File: config.mk
export PLATFORM = sky130hd
export DESIGN_NAME = prio_rr_arb
export DESIGN_NICKNAME = d
export VERILOG_FILES = /design/src/rtl/prio_arb_pkg.sv /design/src/rtl/prio_arb_pick.sv /design/src/rtl/prio_rr_arb.sv
export SDC_FILE = /design/constraint.sdc
export NUM_CORES = 1
export LEC_CHECK = 0
export CAP_MARGIN = 20
export CORE_ASPECT_RATIO = 1.5
export CORE_MARGIN = 1
export CORE_UTILIZATION = 35
export CTS_CLUSTER_DIAMETER = 30
export DETAILED_ROUTE_END_ITERATION = 10
export PLACE_DENSITY_LB_ADDON = 0.15
export SYNTH_ARGS = -nofsm -noshare
export SYNTH_HDL_FRONTEND = slang
export SYNTH_HIERARCHICAL = 1
export SYNTH_SLANG_ARGS = --single-unit
File: constraint.sdc
create_clock -name clk -period 7.2 [get_ports clk]
set_input_delay 2.16 -clock clk [delete_from_list [all_inputs] [get_ports clk]]
set_output_delay 2.16 -clock clk [all_outputs]
set_load 0.005 [all_outputs]
File: src/rtl/prio_arb_pkg.sv
// rtl/prio_arb_pkg.sv - shared state encoding and parameter defaults for the priority round-robin arbiter
package prio_arb_pkg;

  localparam int DEF_N     = 4;
  localparam int DEF_PW    = 3;
  localparam int DEF_AGE_W = 3;

  typedef enum logic {
    IDLE  = 1'b0,
    GRANT = 1'b1
  } state_e;

endpackage

File: src/rtl/prio_arb_pick.sv
// rtl/prio_arb_pick.sv - combinational winner selection by effective priority with round-robin tie break
module prio_arb_pick
  import prio_arb_pkg::*;
#(
  parameter  int N  = DEF_N,
  parameter  int EW = DEF_PW + 1,
  localparam int IW = $clog2(N)
) (
  input  logic [N-1:0]    req,
  input  logic [N*EW-1:0] eprio,
  input  logic [IW-1:0]   ptr,
  output logic [IW-1:0]   winner,
  output logic            found
);

  int            w_idx;
  logic [EW-1:0] w_best;
  logic [EW-1:0] w_cur;

  // Scan upward from ptr; strict '>' keeps the first tied index met in scan order.
  always_comb begin
    winner = '0;
    found  = 1'b0;
    w_best = '0;
    w_cur  = '0;
    w_idx  = 0;
    for (int k = 0; k < N; k++) begin
      w_idx = int'(ptr) + k;
      if (w_idx >= N) begin
        w_idx = w_idx - N;
      end
      w_cur = eprio[w_idx*EW +: EW];
      if (req[w_idx] && (!found || (w_cur > w_best))) begin
        found  = 1'b1;
        w_best = w_cur;
        winner = w_idx[IW-1:0];
      end
    end
  end

endmodule

File: src/rtl/prio_rr_arb.sv
// rtl/prio_rr_arb.sv - priority arbiter with aging, round-robin ties and hold-until-release grants
module prio_rr_arb
  import prio_arb_pkg::*;
#(
  parameter  int N     = DEF_N,
  parameter  int PW    = DEF_PW,
  parameter  int AGE_W = DEF_AGE_W,
  localparam int IW    = $clog2(N)
) (
  input  logic            clk,
  input  logic            rst_n,
  input  logic [N-1:0]    req,
  input  logic [N*PW-1:0] prio,
  input  logic            rel,
  output logic [N-1:0]    gnt,
  output logic [IW-1:0]   gnt_id,
  output logic            busy
);

  localparam int                EW        = PW + 1;
  localparam logic [AGE_W-1:0]  AGE_MAX   = '1;
  localparam logic [EW-1:0]     AGED_PRIO = {1'b1, {PW{1'b0}}};
  localparam logic [N-1:0]      ONE_HOT0  = {{(N-1){1'b0}}, 1'b1};

  state_e                  r_state;
  logic [IW-1:0]           r_ptr;
  logic [N-1:0][AGE_W-1:0] r_age;
  logic [N-1:0]            r_gnt;
  logic [IW-1:0]           r_gnt_id;
  logic                    r_busy;

  logic [N*EW-1:0] w_eprio;
  logic [IW-1:0]   w_winner;
  logic            w_found;
  logic            w_release;
  logic            w_arbitrate;
  logic [IW-1:0]   w_next_ptr;

  // A starved requester (age saturated) outranks every programmable priority.
  always_comb begin
    w_eprio = '0;
    for (int i = 0; i < N; i++) begin
      w_eprio[i*EW +: EW] = (r_age[i] == AGE_MAX) ? AGED_PRIO : {1'b0, prio[i*PW +: PW]};
    end
  end

  prio_arb_pick #(
    .N  (N),
    .EW (EW)
  ) u_pick (
    .req    (req),
    .eprio  (w_eprio),
    .ptr    (r_ptr),
    .winner (w_winner),
    .found  (w_found)
  );

  assign w_release   = rel || !req[r_gnt_id];
  assign w_arbitrate = (r_state == IDLE) && w_found;
  assign w_next_ptr  = (w_winner == IW'(N - 1)) ? '0 : w_winner + 1'b1;

  // Grant FSM: arbitrate only from IDLE, so every grant is followed by at least one IDLE cycle.
  always_ff @(posedge clk or negedge rst_n) begin
    if (!rst_n) begin
      r_state  <= IDLE;
      r_gnt    <= '0;
      r_gnt_id <= '0;
      r_busy   <= 1'b0;
      r_ptr    <= '0;
    end else begin
      case (r_state)
        IDLE: begin
          if (w_found) begin
            r_state  <= GRANT;
            r_gnt    <= ONE_HOT0 << w_winner;
            r_gnt_id <= w_winner;
            r_busy   <= 1'b1;
            r_ptr    <= w_next_ptr;
          end
        end
        GRANT: begin
          if (w_release) begin
            r_state <= IDLE;
            r_gnt   <= '0;
            r_busy  <= 1'b0;
          end
        end
        default: begin
          r_state <= IDLE;
          r_gnt   <= '0;
          r_busy  <= 1'b0;
        end
      endcase
    end
  end

  // Age counters move only at arbitration: winner and idle requesters clear, waiting losers count up.
  always_ff @(posedge clk or negedge rst_n) begin
    if (!rst_n) begin
      r_age <= '0;
    end else if (w_arbitrate) begin
      for (int i = 0; i < N; i++) begin
        if (IW'(i) == w_winner) begin
          r_age[i] <= '0;
        end else if (req[i]) begin
          r_age[i] <= (r_age[i] == AGE_MAX) ? AGE_MAX : r_age[i] + 1'b1;
        end else begin
          r_age[i] <= '0;
        end
      end
    end
  end

  assign gnt    = r_gnt;
  assign gnt_id = r_gnt_id;
  assign busy   = r_busy;

endmodule

After elaboration in Yosys (flattened, before gate mapping)
Cells that the tools add are included. Widths: inputs -> output; s select.

Output and inout bits: 7. Input port bits: 19. Register bits: 22. Logic and storage cells: 119.

Multiplexer cells: 55. Bitwise logic cells: 1. Equal/unequal tests: 10. $lt $le $gt $ge: 12. Add/subtract/negate cells: 12. Shift operators: 5. Reduce and logical (&&, ||, !) cells: 15.

Operators with widths (number): $lt 32x4->1 const B (4); $mux 32 (4); $shiftx 16x32->4 (4); $ge 32x4->1 const B (3); $sub 32x4->32 const B (3); $mux 3 (12); $mux 4 (9); $mux 1 (17); $add 3x1->3 const B (4); $eq 3x3->1 const B (4); $gt 4x4->1 (3); $bmux 1 s2 (5); $mux 2 (5); $pmux 4 s2 (1); $add 2x2->3 const B (2); $eq 2x2->1 const A (2); $logic_and 1x1->1 (4); $logic_not 1->1 (4); $logic_or 1x1->1 (4); $pmux 1 s2 (2); $reduce_and 2->1 (2); $shl 1x2->4 const A (1); $sub 2x3->4 const B (1); $add 2x1->3 const B (1); other kinds (9) (9).

Logic depth before layout (Yosys ltp)
Gate-level depths: netlist of run 1.

Depth after elaboration: 21. Gate-level depth with buffers: 35. Gate-level depth less buffers: 32.

Hierarchy
The synthesis of run 1 kept the hierarchy.

By module, submodules not included: prio_rr_arb (sequential area each 550.5 sq um, cells each 122, area an instance 1238.7 sq um, instances 1); prio_arb_pick (sequential area each 0.0 sq um, cells each 144, area an instance 1131.1 sq um, instances 1).

Worst setup path after synthesis of run 1
No wires, ideal clock.

Path type: input-to-reg. Start: input req[1]. End: register r_age[0] in the netlist's numbering. Slack: -0.011 ns. Buffers on the path: 1. Setup time: 0.064 ns. Cell stages on the path: 29. Data required time: 7.136 ns. Arrival: 7.147 ns. Path through: mux4_2 -> inv_2 -> or3_4 -> ha_1 -> and2_1 -> o21ai_0 -> a22o_1 -> o311a_1 -> a21oi_1 -> ha_1 -> nor2b_1 -> o211ai_1 -> a21oi_1 -> o21ai_1 -> buf_4 -> nor2_1 -> a21o_1 -> ha_1 -> nor2b_1 -> o21ai_0 -> a21oi_1 -> o21ai_1 -> nand2_1 -> o22ai_1 -> inv_1 -> ha_1 -> nand2b_1 -> a211oi_1 -> a21o_1.

Cells in the longest elaborated chain, start to end: 18. Elaborated cells between the ends (all ways): 38. Classes of those cells: order compare (3); mux (24); reduce/logical (11).

Ends and longest elaborated chain: from (decl) (RTL line prio_rr_arb.sv:12) `input logic [N-1:0] req,`; $bmux 1 s2 (RTL line prio_arb_pick.sv:33) `if (req[w_idx] && (!found || (w_cur > w_best))) begin`; $mux 1 (not written as such) (2 in series) (RTL line prio_arb_pick.sv:33); $mux 4 / $mux 1 (equally long branches) (RTL line prio_arb_pick.sv:33); $gt 4x4->1 / $logic_not 1->1 (equally long branches) (RTL line prio_arb_pick.sv:33); $logic_or 1x1->1 (RTL line prio_arb_pick.sv:33); $logic_and 1x1->1 (RTL line prio_arb_pick.sv:33); $mux 4 / $mux 1 (equally long branches) (RTL line prio_arb_pick.sv:33); $gt 4x4->1 / $logic_not 1->1 (equally long branches) (RTL line prio_arb_pick.sv:33); [2 not listed]; $mux 4 / $mux 1 (equally long branches) (RTL line prio_arb_pick.sv:33); $gt 4x4->1 / $logic_not 1->1 (equally long branches) (RTL line prio_arb_pick.sv:33); $logic_or 1x1->1 (RTL line prio_arb_pick.sv:33); $logic_and 1x1->1 (RTL line prio_arb_pick.sv:33); $mux 2 * (RTL line prio_arb_pick.sv:33); via w_winner[0] (RTL line prio_rr_arb.sv:33) `logic [IW-1:0] w_winner;`; $logic_not 2->1 * (RTL line prio_rr_arb.sv:103) `if (IW'(i) == w_winner) begin`; $mux 3 * (RTL line prio_rr_arb.sv:103); to (signal, indexed assignment) (RTL line prio_rr_arb.sv:106) `r_age[i] <= (r_age[i] == AGE_MAX) ? AGE_MAX : r_age[i] + 1'b1;`; to (decl) (RTL line prio_rr_arb.sv:27) `logic [N-1:0][AGE_W-1:0] r_age;`.

Mark *: on every way through the listed nets, which the timed path passes. The rest lies on a longest branch. The select of a mux whose other input is x is not followed. A chain may end at the register's enable or synchronous reset.

Worst setup path after layout of run 1
Start: input prio[4]. End: register r_age[0] in the netlist's numbering.

Cells in the longest elaborated chain, start to end: 17. Elaborated cells between the ends (all ways): 28. Classes of those cells: order compare (3); shift (4); mux (11); reduce/logical (10).

Ends and longest elaborated chain: from (decl) (RTL line prio_rr_arb.sv:13) `input logic [N*PW-1:0] prio,`; $mux 4 * (RTL line prio_rr_arb.sv:43) `w_eprio[i*EW +: EW] = (r_age[i] == AGE_MAX) ? AGED_PRIO : {1'b0, prio[i*PW +: PW]};`; via w_eprio[5] (RTL line prio_rr_arb.sv:32) `logic [N*EW-1:0] w_eprio;`; $shiftx 16x32->4 (RTL line prio_arb_pick.sv:32) `w_cur = eprio[w_idx*EW +: EW];`; $mux 4 (RTL line prio_arb_pick.sv:33); $gt 4x4->1 (RTL line prio_arb_pick.sv:33); $logic_or 1x1->1 (RTL line prio_arb_pick.sv:33); $logic_and 1x1->1 (RTL line prio_arb_pick.sv:33); $mux 4 / $mux 1 (equally long branches) (RTL line prio_arb_pick.sv:33); [3 not listed]; $mux 4 / $mux 1 (equally long branches) (RTL line prio_arb_pick.sv:33); $gt 4x4->1 / $logic_not 1->1 (equally long branches) (RTL line prio_arb_pick.sv:33); $logic_or 1x1->1 (RTL line prio_arb_pick.sv:33); $logic_and 1x1->1 (RTL line prio_arb_pick.sv:33); $mux 2 * (RTL line prio_arb_pick.sv:33); via w_winner[0] (RTL line prio_rr_arb.sv:33); $logic_not 2->1 * (RTL line prio_rr_arb.sv:103); $mux 3 * (RTL line prio_rr_arb.sv:103).

Mark *: on every way through the listed nets, which the timed path passes. The rest lies on a longest branch.

==> results of run 1 <==
==> cells in the final DEF, fill, tap and decap left out, drive strengths merged, types with 2 or more instances in the layout <==
cell,n
clkbuf,8
mux2,12
mux2i,10
nand2,28
clkdlybuf4s50,9
o211a,2
a22o,4
nor2b,6
or3,2
o21ai,11
a211oi,5
a21o,9
a21boi,2
o22ai,6
dlygate4sd2,4
and2,14
inv,14
mux4,5
o211ai,4
nand2b,7
o31ai,5
nor3,2
nor2,19
ha,25
a21oi,29
dfrtp,22
buf,62
dlymetal6s2s,2
clkdlybuf4s15,4
==> state kept, by name, indices dropped and copies added, names as in the netlist <==
name / flops
r_age: 12
gnt_id: 2
r_ptr: 2
r_state: 1
busy: 1
gnt: 4
==> repair_timing <==
| action | 4_1_cts | 5_1_grt |
|---|---|---|
| pin swaps | 29 | 41 |
| hold buffers | 0 | 0 |
| setup endpoints to repair | 19 | 20 |
| setup buffers | 21 | 7 |
| resized for setup | 80 | 52 |
| hold endpoints to repair | 0 | 0 |
==> worst paths after layout <==
path / startpoint / to / slack [ns] / depth (start not counted)
setup / recovery: prio[4] / r_age[0] / 0.06 / 31
hold / removal: r_age[10] / r_age[10] / 0.50 / 2
setup reg to reg: r_ptr[1] / r_age[0] / 1.11 / 32
hold reg to reg: r_age[10] / r_age[10] / 0.50 / 2
max in group asynchronous: rst_n / r_age[7] / 4.64 / 2
min in group asynchronous: rst_n / r_state / 2.14 / 1
==> through the flow <==
| stage | area, um^2 | worst slack [ns] | setup TNS, ns |
|---|---|---|---|
| final | 3550 | 0.0577 | 0 |
| after global routing | 3550 | -0.133 | -1.16 |
| after CTS | 3320 | 0.00764 | 0 |
| after detailed placement | 2860 | -0.789 | -13.17 |
| after global placement | 2860 | -0.673 | -10.46 |
| after floorplan | 2380 | 0.0453 | 0 |
==> synthesized netlist by cell type (3+ instances only) <==
library cell   n
o31ai_2        4
a21o_1         9
mux4_2         4
a22o_1         4
and2_1        14
o22ai_1        6
o21ai_0        8
mux2i_1       10
ha_1          25
dfrtp_1       22
mux2_2        11
clkbuf_1       3
a211oi_1       5
nand2_1       28
o211ai_1       4
nand2b_1       6
nor2b_1        6
inv_1         13
buf_6          5
buf_4          3
a21oi_1       26
nor2_1        19
a21oi_2        3
o21ai_1        3
==> cell families after synthesis <==
| family | Yosys count | share of synthesized area [%] |
|---|---|---|
| AND/OR/NAND/NOR | 81 | 17.2 |
| adder cells (fa/ha/maj) | 25 | 13.2 |
| AO/OA/AOI/OAI | 84 | 24.9 |
| buffers and inverters | 27 | 6.44 |
| flip-flops | 22 | 23.2 |
| multiplexers | 27 | 15.0 |
==> worst max-delay path: cells and delay by family <==
family                     cells  cell delay [ns]
AOI/OAI and AO/OA             14             2.12
adders and majority gates      4             1.03
buffers and inverters          6             0.86
muxes                          1             0.28
and+or+nand+nor                6             0.87
==> routing by layer <==
metal  vias to the layer above  track usage (%)  routed length [um]
li1                       1117                -                   -
met1                      1107             19.4                2590
met2                        35             37.5                3690
met3                        16            0.880                 100
met4                         0             7.22                 212
met5                         -                0                   0
==> layout make-up <==
class | count | area (um^2) | area share, %
clock buffer | 4 | 55.1 | 1.55
timing repair buffer | 85 | 728 | 20.5
tap | 76 | 95.1 | 2.68
inverter | 14 | 55.1 | 1.55
multi-input combinational | 217 | 2060 | 58.2
sequential | 22 | 551 | 15.5
==> run metrics, run 1 <==
WS Path Type primary input to register; critical path's slowest cell ha_1; gr usage total a little under a fifth; fmax between 100 and 150 MHz; DIE AREA roughly 7100 um^2; DRC 0; H-tree depth 1; Iter 0 DRT Violations ~110; Via Count ~2,300; largest cells by area after synthesis dfrtp_1 23%, ha_1 13%, a21oi_1 5.5%; worst endpoint data arrival time ~7.3 ns; Critical Path Fanout Max 6; outcome finished, final reports clean; wirelength, routed between 6000 and 7000 um; worst-margin pin slew between 0.7 and 0.8 ns; dpl cells between 300 and 400; final net count 387; drt wl/cell about 16 um; Post-synth EDFFs 0; post-synthesis cell type count 46; fin util 54.3%; RePlAce Congestion 0.892; Die Ht slightly above 100 um; CP startpoint kind primary input; sequential cell area fraction in the yosys report 23.2%; Max Cap Viol 0; Crit path largest cell delay 0.31 ns; layout cells sized above 1 47.4%; antenna violations before repair 0; P&R area growth vs syn 49.7%; grt ovf 0; Slew Viols, Final 0; drt pass-1 iters 4; clk_lat worst skew 0.25 ns; CP Capture Type register; Hold Fails Final Rpt 0; FF+latch count, synth 22; Synthesized Nets between 300 and 400; first-pass GRT wire length 10,400 um; antenna-violating nets left 0; period utilization between 90% and 100%; vias in the first global route 2,254; Synth area leader dfrtp_1; Req. time, crit path between 7 and 8 ns; clk root buf clkbuf_8; clk sinks 22; share of synthesized registers carrying an async set or reset 100%; Post-DP HPWL 4730 um; largest net degree at the start of global routing 30; top_reg_cell synth dfrtp_1; Post-Layout Cell Count 418; synthesized instance count 266; TritonCTS clock tree done; Syn Area/Cell 8.91 um^2; RSZ-0062 raised after global routing true; antenna fix cells 0; worst hold path class register to register; Relative slew margins 51.4%; Filler cells 582; # setup viols final 0; CTS buffer count 3; Core ar. 6530 um^2; Rows 36; die width between 60 and 70 um; Worst Hold Slack 0.498 ns; post-synth top area share 23.2%; DR vias/cell around 5.4; Final min period 7.14 ns; Synth Cell Area 2370 um^2; clock skew 0.00242 ns; clk slew on worst S/H paths 0.08 ns; initial core utilization 36.3%; yosys warns 6; Buffers on Ports 25; # IOs 26; clk buf depth 2
Power of run 1 is not shown: default switching activity piles up to over one toggle a cycle in this logic, so the estimate is an artifact.
==> inputs of run 2 (changes only) <==
--- a/config.mk
+++ b/config.mk
@@ -12,6 +12,7 @@
 export CTS_CLUSTER_DIAMETER = 30
 export DETAILED_ROUTE_END_ITERATION = 10
 export PLACE_DENSITY_LB_ADDON = 0.15
+export SETUP_SLACK_MARGIN = 0.4
 export SYNTH_ARGS = -nofsm -noshare
 export SYNTH_HDL_FRONTEND = slang
 export SYNTH_HIERARCHICAL = 1
==> run 2 against run 1 <==
Critical path depth is 1 higher. Critical path type unchanged. Non-clock buffer count is 5 higher. Critical endpoint is now r_age[3]. Largest cell class unchanged. Fmax is 0.30% lower.
==> run metrics, run 2 (same netlist as run 1, synthesis figures left out) <==
initial core utilization 36.3% (unchanged); antenna-violating nets left 0 (unchanged); # IOs 26 (unchanged); RR Startpoint r_age[3]; worst-margin pin slew 0.847 ns (+0.119 ns); worst r2r dst r_age[3]; wirelength, routed 6620 um (+0.44%); clk buf depth 2 (unchanged); largest net degree at the start of global routing 30 (unchanged); die width 69.2 um (unchanged); Rows 36 (unchanged); H-tree depth 1 (unchanged); Relative slew margins 43.4% (-8.0 points); antenna violations before repair 0 (unchanged); DIE AREA 7110 um^2 (unchanged); CTS buffer count 3 (unchanged); commonest non-fill, non-tap cells in the layout 55 x buf_4, 25 x nand2_1, 22 x dfrtp_1; grt ovf 0 (unchanged); Critical Path Fanout Max 5 (-1); WHS Path Cells 2 (unchanged); Req. time, crit path 7.41 ns (about the same); Slew Viols, Final 0 (unchanged); Via Count 2,225 (-2.2%); clk root buf clkbuf_8; P&R area growth vs syn 52.5%; vias in the first global route 2,350 (+4.3%); most frequent CP cell buf_6; Die Ht 103 um (unchanged); Post-DP HPWL 4830 um (+2.2%); hold_buf cts 0 (unchanged); CP startpoint kind primary input; TritonCTS clock tree done; worst endpoint data arrival time 7.37 ns (+0.03 ns); DR vias/cell 5.26 (-3.4%); Crit path largest cell delay 0.54 ns (+0.23 ns); fmax 140 MHz (-0.30%); final worst setup slack 0.0360 ns (-0.0217 ns); Hold Crit Start r_age[7]; critical path's slowest cell mux4_2; worst hold path class register to register; clk sinks 22 (unchanged); antenna fix cells 0 (unchanged); clk_lat worst skew 0.26 ns (about the same); drt pass-1 iters 4 (unchanged); leading cell type in the layout, fill and taps excluded buf_4; final net count 392 (+1.3%); Filler cells 593 (+1.9%); Reg2Reg Depth 32 (unchanged); Hold EP r_age[7]; gr usage total 19.0% (+0.72 points); Core ar. 6530 um^2 (unchanged); Iter 0 DRT Violations 77 (-28%); CP Capture Type register; Hold Fails Final Rpt 0 (unchanged); RSZ-0062 raised after global routing true; clock skew 0.00375 ns (+0.00133 ns); Buffers on Ports 25 (unchanged); Final min period 7.16 ns (+0.0217 ns); RePlAce Congestion 0.784 (-12%); WS Path Type primary input to register; R2R Setup Slk 1.08 ns (-0.03 ns); Max Cap Viol 0 (unchanged); pre-CTS setup slack -0.703 ns (+0.0863 ns); clk slew on worst S/H paths 0.08 ns (about the same); Largest Register r_age; layout cells sized above 1 49.9% (+2.5 points); first-pass GRT wire length 10,900 um (+4.8%); DRC 0 (unchanged); period utilization 99.5% (+0.30 points); max reg flops 12 (unchanged); # setup viols final 0 (unchanged); outcome finished, final reports clean; drt wl/cell 15.7 um (-0.75%); CP Launch Point req[3]
==> run 2: worst max-delay path by stage <==
stage,cells past startpoint,endpoint,slack (ns)
2_1_floorplan,29,r_age[0],0.17
3_3_place_gp,32,r_age[6],-0.68
3_5_place_dp,32,r_age[0],-0.70
4_1_cts,31,r_age[0],0.14
5_1_grt,32,gnt[1],-0.15
6_report,32,r_age[3],0.04
==> run 2: per-stage QoR <==
stage	hold WS (ns)	area [um^2]	std cells	setup TNS, ns	utilization [%]
floorplan	0.462	2450	266	0	-
global placement	0.473	2910	383	-11.15	44.6
detailed placement	0.485	2910	383	-11.69	44.6
CTS	0.504	3420	415	0	52.4
global route	0.532	3610	423	-1.09	55.3
finish	0.502	3610	423	0	55.3
==> run 2: critical path, delay by kind of cell <==
family / cells / cell delay (ns)
compound gates: 16 / 2.31
fa+ha+maj: 4 / 0.90
simple gates: 4 / 0.55
mux: 1 / 0.54
buf+inv: 7 / 0.89
==> run 2: repair_timing <==
action / 4_1_cts / 5_1_grt
setup buffers: 27 / 7
setup endpoints to repair: 20 / 20
cloned: 1 / 0
gates resized for setup: 87 / 36
pin swaps: 40 / 27
==> run 2: metal layers <==
| metal | wire length, um | part of all wire [%] | global-route usage (%) | up-vias |
|---|---|---|---|---|
| li1 | - | - | - | 1125 |
| met1 | 2650 | 40 | 21.0 | 1063 |
| met3 | 72 | 1.1 | 0.782 | 10 |
| met4 | 130 | 2.0 | 8.32 | 0 |
| met5 | 0 | 0 | 0 | - |
| met2 | 3770 | 57 | 37.6 | 27 |
==> run 2: layout make-up <==
cell class | instances | area, um^2 | share of cell area [%]
inverter | 14 | 55.1 | 1.52
timing repair buffer | 90 | 764 | 21.2
tap | 76 | 95.1 | 2.63
sequential | 22 | 551 | 15.2
multi-input combinational | 217 | 2080 | 57.5
clock inverter | 1 | 30.0 | 0.831
clock buffer | 3 | 41.3 | 1.14
Power of run 2 is left out for the same reason.
==> inputs of run 3 (changes only) <==
--- a/config.mk
+++ b/config.mk
@@ -7,7 +7,7 @@
 export LEC_CHECK = 0
 export CAP_MARGIN = 20
 export CORE_ASPECT_RATIO = 1.5
-export CORE_MARGIN = 1
+export CORE_MARGIN = 5
 export CORE_UTILIZATION = 35
 export CTS_CLUSTER_DIAMETER = 30
 export DETAILED_ROUTE_END_ITERATION = 10
==> run 3 against run 2 <==
Largest cell class unchanged. Register-to-register slack worse by 0.20 ns. First-iteration DRC count down 25%. Non-clock buffer count down 1. Die area up 20%. Worst setup slack better by 0.090 ns. Sequential share of layout area up 0.22 points. Global-route usage down 3.4 points.
==> run metrics, run 3 (same netlist as run 1, synthesis figures left out) <==
pre-CTS setup slack -0.679 ns (+0.0239 ns); Final min period 7.07 ns (-0.0898 ns); Via Count 2,258 (+1.5%); H-tree depth 1 (unchanged); commonest non-fill, non-tap cells in the layout 56 x buf_4, 23 x nand2_1, 22 x dfrtp_1; DR vias/cell 5.36 (+2.0%); Largest Register r_age; gr usage total 15.6% (-3.4 points); WS Path Type primary input to register; P&R area growth vs syn 50.3%; Hold Fails Final Rpt 0 (unchanged); worst hold path class register to register; CP Capture Type register; outcome finished, final reports clean; clk root buf clkbuf_8; final net count 391 (-0.26%); layout cells sized above 1 49.6% (-0.29 points); Core ar. 6530 um^2 (unchanged); final instance area 3560 um^2 (-1.4%); clk_lat worst skew 0.26 ns (about the same); DIE AREA 8550 um^2 (+20%); largest net degree at the start of global routing 30 (unchanged); fmax 141 MHz (+1.3%); Post-DP HPWL 4870 um (+0.88%); CTS buffer count 3 (unchanged); RePlAce Congestion 0.862 (+10%); Crit path largest cell delay 0.49 ns (-0.05 ns); Worst Hold Slack 0.496 ns (-0.00582 ns); critical path's slowest cell mux4_2; CP Launch Point req[3]; Req. time, crit path 7.40 ns (about the same); die width 77.2 um (+12%); clk sinks 22 (unchanged); worst endpoint data arrival time 7.27 ns (-0.10 ns); Iter 0 DRT Violations 58 (-25%); max reg flops 12 (unchanged); clk buf depth 2 (unchanged); RR Startpoint r_ptr[1]; Max Cap Viol 0 (unchanged); Buffers on Ports 25 (unchanged); Die Ht 111 um (+7.8%); period utilization 98.3% (-1.2 points); leading cell type in the layout, fill and taps excluded buf_4; wirelength, routed 6860 um (+3.7%); worst-margin pin slew 0.855 ns (+0.00800 ns); initial core utilization 36.3% (unchanged); # IOs 26 (unchanged); hold_buf cts 0 (unchanged); antenna-violating nets left 0 (unchanged); most frequent CP cell buf_6; CP startpoint kind primary input; Relative slew margins 42.9% (-0.53 points); grt ovf 0 (unchanged); # setup viols final 0 (unchanged); clock skew 0.00717 ns (+0.00342 ns); first-pass GRT wire length 11,000 um (+1.1%); Critical Path Fanout Max 4 (-1); drt wl/cell 16.3 um (+4.1%); TritonCTS clock tree done; antenna violations before repair 0 (unchanged); drt pass-1 iters 6 (+2); clk slew on worst S/H paths 0.08 ns (about the same); Rows 36 (unchanged); final worst setup slack 0.126 ns (+0.0898 ns); vias in the first global route 2,402 (+2.2%); RSZ-0062 raised after global routing true; Slew Viols, Final 0 (unchanged); DRC 0 (unchanged); antenna fix cells 0 (unchanged); area post-placement 2910 um^2 (unchanged); Hold Crit Start r_age[10]
-- run 3: repair_timing --
item / in CTS / in global routing
hold endpoints to repair: 0 / 0
cloned: 1 / 0
resized for setup: 105 / 18
endpoints found under the setup margin: 20 / 20
setup buffers: 31 / 2
pin swaps: 44 / 14
-- run 3: worst paths after layout --
check	end	slack, ns	depth (start not counted)
max in group asynchronous	r_age[8]	4.67	2
min in group asynchronous	r_state	2.12	1
max	r_age[0]	0.13	32
min reg2reg	r_age[10]	0.50	2
max reg2reg	r_age[0]	0.88	33
min	r_age[10]	0.50	2
-- run 3: cell type report --
class	instances	area, um^2
clock buffers	3	41.3
fillers	620	2970
inverters	14	52.6
multi-input cells	217	2090
flip-flops and latches	22	551
well taps	76	95.1
repair buffers	89	732
-- run 3: routing by layer --
layer	track usage (%)	up-vias	wire length, um
met3	0.894	21	113
met2	30.5	35	3960
met1	15.9	1078	2470
li1	-	1124	-
met5	0	-	0
met4	8.26	0	323
-- run 3: metrics by stage --
step,utilization (%),instances,TNS (ns)
2_1_floorplan,-,266,0
3_5_place_dp,44.6,383,-10.82
4_1_cts,52.7,418,0
3_3_place_gp,44.6,383,-10.39
5_1_grt,54.5,421,-0.501
6_report,54.5,421,0
-- run 3: critical path: cells and delay by family --
kind / cells / cell delay, ns
AOI/OAI and AO/OA: 16 / 2.42
buffers and inverters: 7 / 0.90
adders and majority gates: 4 / 0.85
muxes: 1 / 0.49
and+or+nand+nor: 4 / 0.44
Power of run 3 is left out for the same reason.
